**src/rtl/rf_ex_reg.sv**
```systemverilog
// RF->EX pipeline register for the LEGv8 core, with load-use bubble insertion.
// Optional RF_EX_PERF_CNT_EN adds lu_bubble_cnt, a count of inserted load-use bubbles.
module rf_ex_reg #(
  parameter int unsigned CTRL_W = 16,
  parameter int unsigned ZR_IDX = 31
) (
  input  logic              clk,
  input  logic              rst_n,
  input  logic              rf_valid,
  input  logic [63:0]       rf_imm,
  input  logic [63:0]       rf_rdata1,
  input  logic [63:0]       rf_rdata2,
  input  logic [4:0]        rf_rn,
  input  logic [4:0]        rf_rm,
  input  logic              rf_uses_rn,
  input  logic              rf_uses_rm,
  input  logic [4:0]        rf_rd,
  input  logic              rf_mem_read,
  input  logic              rf_reg_write,
  input  logic [CTRL_W-1:0] rf_ctrl,
  input  logic              ex_stall,
  input  logic              flush,
  output logic              rf_stall,
  output logic              ex_valid,
  output logic [63:0]       ex_imm,
  output logic [63:0]       ex_rdata1,
  output logic [63:0]       ex_rdata2,
  output logic [4:0]        ex_rd,
  output logic              ex_mem_read,
  output logic              ex_reg_write,
  output logic [CTRL_W-1:0] ex_ctrl
`ifdef RF_EX_PERF_CNT_EN
  ,
  output logic [31:0]       lu_bubble_cnt
`endif
);

  localparam logic [4:0] ZR = 5'(ZR_IDX);

  logic lu_hz;

  always_comb begin
    lu_hz = ex_valid & ex_mem_read & (ex_rd != ZR) & rf_valid &
            ((rf_uses_rn & (rf_rn == ex_rd)) | (rf_uses_rm & (rf_rm == ex_rd)));
    rf_stall = ex_stall | (lu_hz & ~flush);
  end

  // A bubble clears only the valid and side-effect controls; datapath fields keep their values.
  always_ff @(posedge clk or negedge rst_n) begin
    if (!rst_n) begin
      ex_valid     <= 1'b0;
      ex_imm       <= '0;
      ex_rdata1    <= '0;
      ex_rdata2    <= '0;
      ex_rd        <= '0;
      ex_mem_read  <= 1'b0;
      ex_reg_write <= 1'b0;
      ex_ctrl      <= '0;
    end else if (flush || (!ex_stall && lu_hz)) begin
      ex_valid     <= 1'b0;
      ex_mem_read  <= 1'b0;
      ex_reg_write <= 1'b0;
      ex_ctrl      <= '0;
    end else if (!ex_stall) begin
      ex_valid     <= rf_valid;
      ex_imm       <= rf_imm;
      ex_rdata1    <= rf_rdata1;
      ex_rdata2    <= rf_rdata2;
      ex_rd        <= rf_rd;
      ex_mem_read  <= rf_valid & rf_mem_read;
      ex_reg_write <= rf_valid & rf_reg_write;
      ex_ctrl      <= rf_valid ? rf_ctrl : '0;
    end
  end

`ifdef RF_EX_PERF_CNT_EN
  always_ff @(posedge clk or negedge rst_n) begin
    if (!rst_n)
      lu_bubble_cnt <= '0;
    else if (lu_hz && !flush && !ex_stall)
      lu_bubble_cnt <= lu_bubble_cnt + 32'd1;
  end
`endif

endmodule

```
**config.mk**
```make
export PLATFORM = sky130hd
export DESIGN_NAME = rf_ex_reg
export DESIGN_NICKNAME = d
export VERILOG_FILES = /design/src/rtl/rf_ex_reg.sv
export SDC_FILE = /design/constraint.sdc
export NUM_CORES = 1
export LEC_CHECK = 0
export CAP_MARGIN = 20
export CORE_AREA = 4 4 172 174
export CTS_CLUSTER_DIAMETER = 80
export DETAILED_ROUTE_END_ITERATION = 16
export DIE_AREA = 0 0 176 178
export SLEW_MARGIN = 10
export SYNTH_ARGS = -nofsm -noshare
export SYNTH_HDL_FRONTEND = slang
export SYNTH_SLANG_ARGS = --single-unit
```
**constraint.sdc**
```tcl
create_clock -name clk -period 5.28 [get_ports clk]
set_input_delay 1.32 -clock clk [delete_from_list [all_inputs] [get_ports clk]]
set_output_delay 1.32 -clock clk [all_outputs]
set_load 0.05 [all_outputs]
```
==> metrics <==
status finished, final reports clean; Final Hold Viols 0; #FFs+latches synth 216; r2r worst-path depth 6; die outline height 178 µm; Initial Utilization 0.292; Worst-path clk slew ~60 ps; IO Port Bufs about 450; pwr dens 409 nW/µm²; minimum clock period after layout between 4000 and 5000 ps; CP max FO 20; die area ~31,000 µm²; cts hold-fix bufs 0; Overflow after GRT 0; share of cells above drive strength 1 0.249; Routed Antenna Nets 0; met2 usage 0.277; Num CTS Buffers 26; Overall Global Routing Usage 0.159; Post-Synth Simple-Gate Area 0.00539; commonest cells after routing, fill and taps aside 446 x clkdlybuf4s50_1, 216 x dfrtp_1, 186 x mux2_2; Syn Inst Count 481; drt total wl 26,000 µm; # IOs 449; syn_nets ~710; R2R Path Start ex_rd[0]$_DFFE_PN0P_; Leakage 5.63 nW; setup total negative slack 0 ps; Clock Latency Late Sink 510 ps; Synth Area in Adders 0; M3 GR Usage 0.0555; Area Overhead vs Synth 71.8%; core box area approximately 28,000 µm²; Die W roughly 180 µm; drt wl/cell ~20 µm; mean post-synth cell area between 15 and 20 µm²; DR vias/cell 4.35; post-synth cell types 19; startpoint types input port; synth warn 0; commonest non-fill, non-tap cell in the layout clkdlybuf4s50_1; Via Count a little under 6k; postcts setup bufs 0; CTS Sinks between 200 and 250; Cell Area, Synth ~8100 µm²; GPL Wtd Cong about 0.8; CTS Buffer Depth 3; fin nets 1,169; Setup-failing EPs final 0; post-cts sizing count 0; initial antenna violation count 4; row cnt slightly above 60; first-pass GRT wire length 38,900 µm; Worst Path Class, Setup in2out; CTS tree done; largest net degree at the start of global routing 103; grt peak-use layer met2; Worst Clk Skew between 7 and 8 ps; Slew HR 0.585; critical path data required time a little under 4000 ps; FMAX approximately 240 MHz; Worst R2R End ex_rdata1[45]$_DFFE_PN0P_; Worst R2R Setup Slack roughly 2900 ps; Max Cap Violations 0; HPWL Detailed slightly below 20,000 µm; XOR/XNOR share of the synthesized area 0.0108; worst slack, placed 1110 ps; GR met1 Demand/Resource 0.183; vias in the first global route approximately 6.4k; Critical Path Sink Type primary output; multiplexer share of the synthesized area 0.273; largest family of logic cells by synthesized area multiplexers; H-Tree Depth 1; fraction of the yosys area taken by sequential cells 0.666; Slew @ Worst Pin just over 600 ps; hold path start ex_rdata2[45]$_DFFE_PN0P_; final slew viol count 0; Hold WC Path Type reg2reg; CTS root buf clkbuf_16; # DRC 0; WHS Endpoint ex_rdata2[45]$_DFFE_PN0P_; Synth Area in Compound Gates 0.0280; initial drt markers a little under 200; WHS Path Cells 1; worst vdd ir roughly 0.25 mV; Data arrival, critical path between 2000 and 3000 ps; Pre-antenna DRT Iters 4; setup ws final 1100 ps; Final Power ~5.7 mW; fin crit share 0.792; RSZ-0062 raised after global routing no
## final cells by class
type                    instances  area [µm²]
clock inverters                 8         118
diodes                          3        7.51
repair buffers                455        4580
flip-flops and latches        216        5410
multi-input cells             238        2580
clock buffers                  40         795
fillers                      2464       13800
well taps                     378         473
## sequential cells by signal, indices dropped and copies added (netlist names)
register and count:
ex_ctrl 16, ex_imm 64, ex_mem_read 1, ex_rd 5, ex_rdata1 64, ex_rdata2 64, ex_reg_write 1, ex_valid 1
## worst max-delay path by stage
stage,from,endpoint,slack (ps),cells after the start
after CTS,rf_valid,rf_stall,1100,7
after global routing,rf_valid,rf_stall,950,7
after global placement,rf_valid,rf_stall,1120,7
final,rf_valid,rf_stall,1100,7
after detailed placement,rf_valid,rf_stall,1110,7
after floorplan,rf_rm[0],rf_stall,1320,5
## cells in the mapped netlist, drive strengths merged
library cell,number,share of area
dfrtp,216,0.67
a32o,18,0.022
xnor2,10,0.011
nand3,1,0.00062
nor2b,1,0.00077
and4,1,0.0011
nand4,2,0.0015
o21bai,1,0.00092
clkbuf,3,0.0014
a21oi,1,0.00062
a211oi,1,0.0025
mux2,197,0.27
buf,24,0.016
nand2,3,0.0014
o22ai,1,0.00077
a22o,1,0.0011
## power by group
group | switching (mW) | internal (mW) | total [mW]
registers | 0.121 | 1.89 | 2.01
logic | 1.12 | 0.725 | 1.85
clock network | 0.682 | 1.18 | 1.86
## through the flow
stage	area, µm²	hold slack, ps	std cells	util
2_1_floorplan	8120	824	481	-
3_3_place_gp	13000	466	1287	0.469
3_5_place_dp	13000	474	1287	0.469
4_1_cts	13900	487	1335	0.502
5_1_grt	14000	502	1338	0.502
6_report	14000	484	1338	0.502
## kinds of logic (layout without fill, tap and decap cells)
logic type      after synthesis  in the layout
mux                         197            197
buf+inv                      27            503
compound gates               23             23
simple gates                  8              8
other cells                   0              3
flops                       216            216
xor+xnor                     10             10
## layer usage
layer / vias up / routed length (µm)
li1: 2663 / -
met1: 2838 / 9750
met2: 265 / 13200
met3: 46 / 2240
met4: 2 / 856
met5: - / 7
## worst max-delay path, cell delays in order
cell and delay [ps]:
clkdlybuf4s50_1 450, buf_4 260, nand3_1 100, a21oi_1 280, nand2_1 90, o21bai_1 140
buf_4 220
No activity file was read; power rests on OpenSTA's default activity.
